$ cat config.mk
export PLATFORM = sky130hd
export DESIGN_NAME = cmp_arbiter
export DESIGN_NICKNAME = d
export VERILOG_FILES = /design/src/rtl/cmp_arb_pkg.sv /design/src/rtl/cmp_arbiter_rr_pick2.sv /design/src/rtl/cmp_arbiter.sv
export SDC_FILE = /design/constraint.sdc
export NUM_CORES = 1
export LEC_CHECK = 0
export CAP_MARGIN = 20
export CORE_UTILIZATION = 28
export CTS_BUF_LIST = sky130_fd_sc_hd__clkbuf_4
export CTS_CLUSTER_DIAMETER = 150
export CTS_CLUSTER_SIZE = 24
export DETAILED_ROUTE_END_ITERATION = 8
export MAX_ROUTING_LAYER = met4
export PLACE_DENSITY_LB_ADDON = 0.08
export SLEW_MARGIN = 20
export SYNTH_ARGS = -nofsm -noshare
export SYNTH_HDL_FRONTEND = slang
export SYNTH_SLANG_ARGS = --single-unit
$ cat constraint.sdc
create_clock -name clk -period 1.2 [get_ports clk]
set_input_delay 0.3 -clock clk [delete_from_list [all_inputs] [get_ports clk]]
set_output_delay 0.3 -clock clk [all_outputs]
set_load 0.01 [all_outputs]
$ cat src/rtl/cmp_arb_pkg.sv
// Shared types and constants for the execute-stage comparator arbiter.
// Holds the FSM encoding, the default operand width and the requester indices.
package cmp_arb_pkg;

    typedef enum logic [1:0] {
        IDLE = 2'b00,
        CMP  = 2'b01,
        RSP  = 2'b10
    } state_t;

    localparam int DEF_WIDTH = 16;

    localparam logic REQ_BR  = 1'b0;
    localparam logic REQ_ALU = 1'b1;

endpackage

$ cat src/rtl/cmp_arbiter_rr_pick2.sv
// Two-way round-robin picker: a lone requester wins, a tie goes to prio.
// Purely combinational; grant is one-hot and zero when nobody is valid.
module rr_pick2 (
    input  logic [1:0] valid,
    input  logic       prio,
    output logic [1:0] grant,
    output logic       grant_idx
);

    always_comb begin
        grant     = 2'b00;
        grant_idx = 1'b0;
        case (valid)
            2'b01: begin
                grant     = 2'b01;
                grant_idx = 1'b0;
            end
            2'b10: begin
                grant     = 2'b10;
                grant_idx = 1'b1;
            end
            2'b11: begin
                grant     = prio ? 2'b10 : 2'b01;
                grant_idx = prio;
            end
            default: begin
                grant     = 2'b00;
                grant_idx = 1'b0;
            end
        endcase
    end

endmodule

$ cat src/rtl/cmp_arbiter.sv
// Shares one external signed comparator between the branch unit and the ALU path.
// Latency: accept at edge T, response pulse during cycle T+2; one compare every 3 cycles.
// Backpressure: ready only in IDLE for the granted requester. CMP_ARB_EQ_EN adds eq outputs.
module cmp_arbiter
    import cmp_arb_pkg::*;
#(
    parameter int WIDTH   = DEF_WIDTH,
    parameter bit RR_INIT = 1'b0
) (
    input  logic             clk,
    input  logic             rst,
    input  logic             req0_valid,
    input  logic [WIDTH-1:0] req0_A,
    input  logic [WIDTH-1:0] req0_B,
    output logic             req0_ready,
    input  logic             req1_valid,
    input  logic [WIDTH-1:0] req1_A,
    input  logic [WIDTH-1:0] req1_B,
    output logic             req1_ready,
    output logic [WIDTH-1:0] cmp_A,
    output logic [WIDTH-1:0] cmp_B,
    input  logic             cmp_out,
    output logic             rsp0_valid,
    output logic             rsp0_gt,
    output logic             rsp1_valid,
    output logic             rsp1_gt,
`ifdef CMP_ARB_EQ_EN
    output logic             rsp0_eq,
    output logic             rsp1_eq,
`endif
    output logic             busy
);

    state_t     state;
    logic       prio;
    logic       owner;
    logic       result;
    logic [1:0] grant;
    logic       grant_idx;

    rr_pick2 u_pick (
        .valid     ({req1_valid, req0_valid}),
        .prio      (prio),
        .grant     (grant),
        .grant_idx (grant_idx)
    );

    assign req0_ready = (state == IDLE) & grant[0];
    assign req1_ready = (state == IDLE) & grant[1];
    assign busy       = (state != IDLE);

    // The pulse flops gate the result so gt/eq read 0 outside the response cycle.
    assign rsp0_gt = rsp0_valid & result;
    assign rsp1_gt = rsp1_valid & result;

`ifdef CMP_ARB_EQ_EN
    logic eq_r;

    assign rsp0_eq = rsp0_valid & eq_r;
    assign rsp1_eq = rsp1_valid & eq_r;

    always_ff @(posedge clk) begin
        if (rst) begin
            eq_r <= 1'b0;
        end else if (state == CMP) begin
            eq_r <= (cmp_A == cmp_B);
        end
    end
`endif

    always_ff @(posedge clk) begin
        if (rst) begin
            state      <= IDLE;
            prio       <= RR_INIT;
            owner      <= 1'b0;
            result     <= 1'b0;
            cmp_A      <= '0;
            cmp_B      <= '0;
            rsp0_valid <= 1'b0;
            rsp1_valid <= 1'b0;
        end else begin
            case (state)
                IDLE: begin
                    if (|grant) begin
                        cmp_A <= grant_idx ? req1_A : req0_A;
                        cmp_B <= grant_idx ? req1_B : req0_B;
                        owner <= grant_idx;
                        state <= CMP;
                    end
                end
                CMP: begin
                    result     <= cmp_out;
                    rsp0_valid <= (owner == REQ_BR);
                    rsp1_valid <= (owner == REQ_ALU);
                    state      <= RSP;
                end
                RSP: begin
                    rsp0_valid <= 1'b0;
                    rsp1_valid <= 1'b0;
                    prio       <= ~owner;
                    state      <= IDLE;
                end
                default: begin
                    rsp0_valid <= 1'b0;
                    rsp1_valid <= 1'b0;
                    state      <= IDLE;
                end
            endcase
        end
    end

endmodule

==> reports/metrics.yaml <==
status:
  status: "complete, but fails checks"
  violations: "negative setup slack"
detailed_routing:
  first_pass_iters: 4
  vias_per_cell: 4.93
  drtIter0Drc: 52
  drc: 0
  finalWirelength_mm: 7.84
  antenna_left: 0
  vias: 2364
  wl_per_cell_um: 16.3
final_layout:
  nNetsFinal: 448
  fin_area_sq_um: 4140
  drive_above_1_share: 0.667
  fill_cells: 745
  diodes: 0
  utilization: 0.528
  fin_cells: 480
  syn_to_final_growth_pct: 79.2
worst_setup_path:
  crit_fanout: 4
  crit_type: "reg2out"
  crit_arrival_ns: 1.17
  slowest_stage: "dfxtp_4"
  worst-r2r-setup-slack_ns: -0.20
  ff2ff_path_depth: 5
  cp_num_buf_inv: 1
  r2r-start: "prio$_SDFFE_PP0N_"
  worstPathCellList: "nor2_8 -> and3_4 -> buf_6"
  critPathCaptureType: "output port"
  slowest_delay_ns: 0.38
  cp_num_cells: 3
  r2r_end: "cmp_A[3]$_SDFFE_PP0P_"
  worst_path_dominant_cell_family: "flip-flops"
  setup.worst_path.start_class: "flip-flop"
  required_ns: 0.90
die:
  row_count: 32
  dieWidth_um: 92.9
  io_pins: 108
  initial_core_util: 0.295
  core_area_sq_um: 7850
  die-area_sq_um: 8630
  die_y_um: 92.9
global_route:
  grt_pass1_vias: 2358
  busiest_layer: "met2"
  grt_use_met1: 0.220
  antenna_found_initial: 0
  use_met3: 0.0378
  track_usage: 0.177
  met2_usage: 0.295
  grt_max_degree: 33
  grt_first_pass_wirelength_mm: 11.6
  grt-ovfl-total: 0
timing:
  relSlewSlack: 0.734
  fin_skew_ns: 0.0112
  hold_viol_final: 0
  fin_crit_ns: 1.47
  drv_slew: 0
  timing.fmax_mhz: 681
  period_share: 1.22
  setup_viol_count_final: 38
  fin_hold_ws_ns: 0.344
  rsz0062_at_grt: "yes"
  setup_slack_ns: -0.269
  worstMarginPinSlew_ns: 0.400
run:
  cap_violations: 0
yosys:
  synth_area_sq_um: 2310
  yosysTopAreaCell: "dfxtp_1"
  synth-seq-area-share: 0.338
  yosysWarnings: 0
  ys_ff_latch: 39
  syn_area_per_cell_sq_um: 10.3
  synth_cells: 225
  ys_top_cells_by_area: "dfxtp_1 (34%), a311oi_2 (20%), a21oi_2 (11%), nand3_1 (7.1%), o21ai_0 (7.1%)"
  syn_nets: 294
  synth_cell_type_count: 29
  synth_top_cell_area_share: 0.338
min_path:
  holdPathStages: 3
  hp-start: "rst"
  hold_end: "cmp_B[3]$_SDFFE_PP0P_"
  hold_path_class: "in2reg"
pwr:
  p_leak_uw: 0.00160
  swShare: 0.331
  pwr_density_cell_nw_per_um2: 981
  combPwrFrac: 0.455
  p_int_uw: 2720
  ir_worst_vdd_uv: 500
  p_sw_uw: 1340
  seq_power_share: 0.379
  clock_power_share: 0.167
clock_tree:
  cts-root-buf: "clkbuf_4"
  path_clk_slew_ns: 0.12
  cts.sinks: 39
  insertion_delay_ns: 0.35
  cts_inserted_buffers: 5
  cts_htree_levels: 2
  cts_hold_buffers: 0
  tritoncts: "built"
  clock_path_buffers: 2
placed_design:
  placed_area_sq_um: 3670
  gp_congestion: 0.759
  port_buffers: 107
  placedCellCount: 448
  dpl_worst_slack_ns: -0.769
  place_hpwl_mm: 4.86
layout by cell type, fill, tap and decap left out, types with 2 or more instances in the layout:
cell and n:
clkdlybuf4s50_1 65, buf_4 41, buf_2 37, dfxtp_2 35
nand3_1 32, a311oi_2 32, a21oi_2 29, o21ai_2 20
buf_6 15, buf_12 9, o21ai_1 8, clkbuf_4 6
o21ai_4 5, mux2i_1 4, clkbuf_16 4, buf_8 3
nor2_8 2, and2_1 2, inv_6 2, a21oi_4 2
nor3_1 2, nor2_1 2, a21oi_1 2, dfxtp_1 2
dlygate4sd2_1 2, dfxtp_4 2
power by group through the flow:
| stage | registers [uW] | clock network [uW] | logic [uW] |
|---|---|---|---|
| 6_report | 1540 | 677 | 1850 |
| 5_1_grt | 1560 | 776 | 1970 |
| 2_1_floorplan | 1620 | 0 | 769 |
| 3_3_place_gp | 1550 | 0 | 1570 |
| 4_1_cts | 1540 | 703 | 1680 |
| 3_5_place_dp | 1560 | 0 | 1580 |
Yosys cell counts (all sizes together):
master and n:
a21oi 33, inv 4, o21ai 33, a311oi 32, dfxtp 39, nor3b 1, and3 1, nand2 1
clkbuf 6, nor2 5, nand2b 2, nor3 3, and2 2, mux2i 4, nand3 33, or2 1
buf 23, and2b 1, or2b 1
metrics by stage:
step,setup TNS [ns],power [uW]
after floorplan,-0.398,2390
after global placement,-25.58,3130
after detailed placement,-26.33,3130
after CTS,-6.55,3920
after global routing,-8.13,4300
final,-6.13,4060
cells by family after synthesis:
| family | after synthesis | synth area share |
|---|---|---|
| AO/OA/AOI/OAI | 98 | 0.397 |
| multiplexers | 4 | 0.0173 |
| buffers and inverters | 33 | 0.119 |
| flip-flops | 39 | 0.338 |
| AND/OR/NAND/NOR | 51 | 0.130 |
worst reg2reg max path, cell delays in order (launching register included):
cell and delay (ns):
dfxtp_2 0.36, buf_6 0.11, and2b_4 0.35, clkbuf_16 0.20, o21ai_2 0.06, a311oi_2 0.24
sequential cells by signal, indices dropped and copies added (netlist names):
register    cells
cmp_A          16
prio            1
rsp0_valid      1
rsp1_valid      1
owner           1
result          1
state           2
cmp_B          16
layer usage:
metal | wire length, um | up-vias
li1 | - | 1164
met1 | 3610 | 1112
met2 | 3700 | 81
met3 | 444 | 7
met4 | 85 | 0
met5 | 0 | -
worst max path at each step:
stage / endpoint / slack [ns] / startpoint
after global routing: req0_ready / -0.32 / state[0]$_SDFFE_PP0P_
after floorplan: req0_ready / -0.06 / state[0]$_SDFFE_PP0P_
after global placement: cmp_B[1]$_SDFFE_PP0P_ / -0.75 / req1_valid
after detailed placement: cmp_B[14]$_SDFFE_PP0P_ / -0.77 / req1_valid
final: req0_ready / -0.27 / state[0]$_SDFFE_PP0P_
after CTS: req0_ready / -0.28 / state[1]$_SDFFE_PP0P_
layout make-up:
type,count,area [sq um],area share
multi-input combinational,153,1460,0.352
clock buffer,6,45.0,0.0109
inverter,4,25.0,0.00604
sequential,39,832,0.201
tap,102,128,0.0308
timing repair buffer,176,1660,0.400
repair_timing:
action,4_1_cts,5_1_grt
gates cloned,3,6
resized for setup,226,75
setup endpoints to repair,72,39
pin swaps,9,20
buffers inserted,17,8
No activity file was read; power rests on OpenSTA's default activity.
==> patch, RTL diff (same flow settings) <==
Add a define of `CMP_ARB_EQ_EN`.
--- a/src/rtl/cmp_arbiter.sv
+++ b/src/rtl/cmp_arbiter.sv
@@ -3,2 +3,4 @@
 // Backpressure: ready only in IDLE for the granted requester. CMP_ARB_EQ_EN adds eq outputs.
+`define CMP_ARB_EQ_EN
+
 module cmp_arbiter
Function (old outputs only; new: rsp0_eq and rsp1_eq): kept (Yosys induction, for registers that start in step).
==> patch against the original RTL <==
- the run still ends with setup timing left
- sequential cell count up 1
- cell area decreased by 7.2%
- power decreased by 1.8%
- routed wire length shrank 15%
- clock skew down 0.00080 ns
- worst setup slack worse by 0.0017 ns
- non-clock buffer count down 17
- global-route usage up 0.15 points
- sequential power increased by 5%
- synthesized cell count down 11%
- utilization increased by 3.2 points
- area after synthesis shrank 13%
- critical path type is now reg -> reg
- largest cell class unchanged
- largest power group unchanged
==> patch: results (changes against the original RTL) <==
Run status:
- The run finished, with violations left.
- The checks that failed: setup timing.

Clocking:
- The clock input transition at the sequential cells of the worst setup and hold paths came to 0.12 ns (about the same).
- The number of H-tree branching levels is 2 (unchanged).
- The maximum clock path buffer count is 2 (unchanged).

Critical path:
- The critical path ends at cmp_B[9].
- The length in cells of the worst reg-to-reg path is 8 (+3).
- The endpoint arrival time on the critical path is 1.74 ns (+0.57 ns).
- The launching element of the worst setup path is state[1].
- The highest cell delay on the worst timing path is 0.36 ns (-0.02 ns).
- The maximum net fanout on the critical path is 9 (+5).
- On the critical path the largest part of the delay comes from buffers and inverters.

STA:
- The slew at the pin with the worst max-slew slack came to 0.295 ns (-0.105 ns).
- The setup violation total in the final timing report is 43 (+13%).
- The worst path setup slack after routing came to -0.270 ns (-0.00167 ns).
- The sum of negative setup slack is -8.28 ns (-2.14 ns).
- The worst clock skew on the final layout is 0.0104 ns (-0.000797 ns).

Route:
- The first-iteration detailed-routing DRC count came to 59 (+13%).
- The post-detailed-route via-to-cell ratio was 4.56 (-7.5%).

Cells and area:
- The number of filler instances in the final layout is 654 (-12%).
- The count of nets after finishing is 420 (-6.3%).
- The fraction of final layout cells with drive strength greater than 1 was 49.7% (-17 points).
- The post-route cell area is 3850 sq um (-7.2%).

Synth:
- The number of distinct library cell variants in the gate-level netlist after synthesis is 28 (-3.4%).
- The share of flip-flops with an asynchronous set or reset after synthesis is 0% (unchanged).
- Sorting the synthesized cells by how often they occur yields 40 x sky130_fd_sc_hd__dfxtp_1, 36 x sky130_fd_sc_hd__mux2i_1, 36 x sky130_fd_sc_hd__nor2_1, 23 x sky130_fd_sc_hd__a211oi_1, 10 x sky130_fd_sc_hd__a211oi_2.
- In the post-synthesis netlist, the biggest area contributors are sky130_fd_sc_hd__dfxtp_1 40%, sky130_fd_sc_hd__mux2i_1 18%, sky130_fd_sc_hd__a211oi_1 8.6%.
- The post-synthesis sequential area ratio came to 39.8% (+6.0 points).
- The number of nets produced by synthesis came to 269 (-8.5%).

Global route:
- The number of antenna violations at the first check in global routing is 0 (unchanged).
- The wire length of the first global-routing pass is 9940 microns (-14%).
- The via count of the first global-routing pass is 2009 (-15%).
- The maximum number of pins on one net before global-route repair is 20 (-39%).

Placement:
- The final weighted congestion in routability-driven placement is 0.710 (-6.4%).
- The placed instance area was 3370 sq um (-8.2%).
- The number of port buffers came to 109 (+1.9%).
- The worst-case setup slack after placement was -0.714 ns (+0.0546 ns).

Pwr:
- The cell leakage power is 1.72 nW (+7.7%).
- The largest voltage drop on the vdd net is 439 uV (-12%).
[patch: cell types whose count changed after synthesis, sizes merged, moves of 11 or more]
| cell | unedited run | this run |
|---|---|---|
| a211oi | 0 | 33 |
| a21oi | 33 | 0 |
| a311oi | 32 | 0 |
| buf | 23 | 12 |
| mux2i | 4 | 36 |
| nand3 | 33 | 1 |
| nor2 | 5 | 37 |
| o21ai | 33 | 1 |
[patch: worst min-delay path by stage]
stage,from,end,slack (ns),cells past startpoint
after floorplan,rst,state[1],0.38,1
after global placement,result,result,0.49,2
after detailed placement,eq_r,eq_r,0.50,2
after CTS,rst,prio,0.20,2
after global routing,rst,rsp1_valid,0.19,2
final,rst,rsp1_valid,0.20,2
[patch: final cells by class]
cell class / instances / area (sq um) / area share (%)
Multi-Input combinational cell: 142 / 1220 / 31.8
Inverter: 3 / 11.3 / 0.293
Clock buffer: 7 / 52.6 / 1.37
Sequential cell: 40 / 861 / 22.4
Timing Repair Buffer: 159 / 1570 / 40.9
Tap cell: 96 / 120 / 3.12
Clock inverter: 1 / 3.75 / 0.0976
[patch: report_power, final]
| group | internal (mW) | switching (mW) | total (mW) |
|---|---|---|---|
| logic | 0.988 | 0.678 | 1.67 |
| registers | 1.49 | 0.113 | 1.61 |
| clock network | 0.271 | 0.447 | 0.718 |
[patch: stage by stage]
| stage | instances | power, mW |
|---|---|---|
| 2_1_floorplan | 200 | 2.24 |
| 3_3_place_gp | 420 | 2.98 |
| 3_5_place_dp | 420 | 2.99 |
| 4_1_cts | 436 | 3.77 |
| 5_1_grt | 448 | 4.22 |
| 6_report | 448 | 3.99 |
[patch: logic make-up (layout without fill, tap and decap cells)]
| kind of cell | after synthesis | after routing | share of synthesized area (%) |
|---|---|---|---|
| AOI/OAI and AO/OA | 37 | 37 | 16.3 |
| xor gates and xnor gates | 16 | 16 | 6.96 |
| buffers and inverters | 18 | 170 | 7.21 |
| DFF | 40 | 40 | 39.8 |
| muxes | 36 | 36 | 17.9 |
| and+or+nand+nor | 53 | 53 | 11.9 |
[patch: per-layer routing]
layer	vias to the layer above	share of wire, %	track usage [%]
met5	-	0	-
met4	0	1.1	5.00
met3	6	5.5	4.10
met2	71	46	27.6
met1	944	48	23.2
li1	1020	-	-
[patch: repair_timing]
item	4_1_cts	5_1_grt
hold endpoints to repair	0	0
gates resized for setup	224	41
buffers inserted	5	6
cloned	3	6
setup endpoints to repair	75	52
pin swaps	9	10
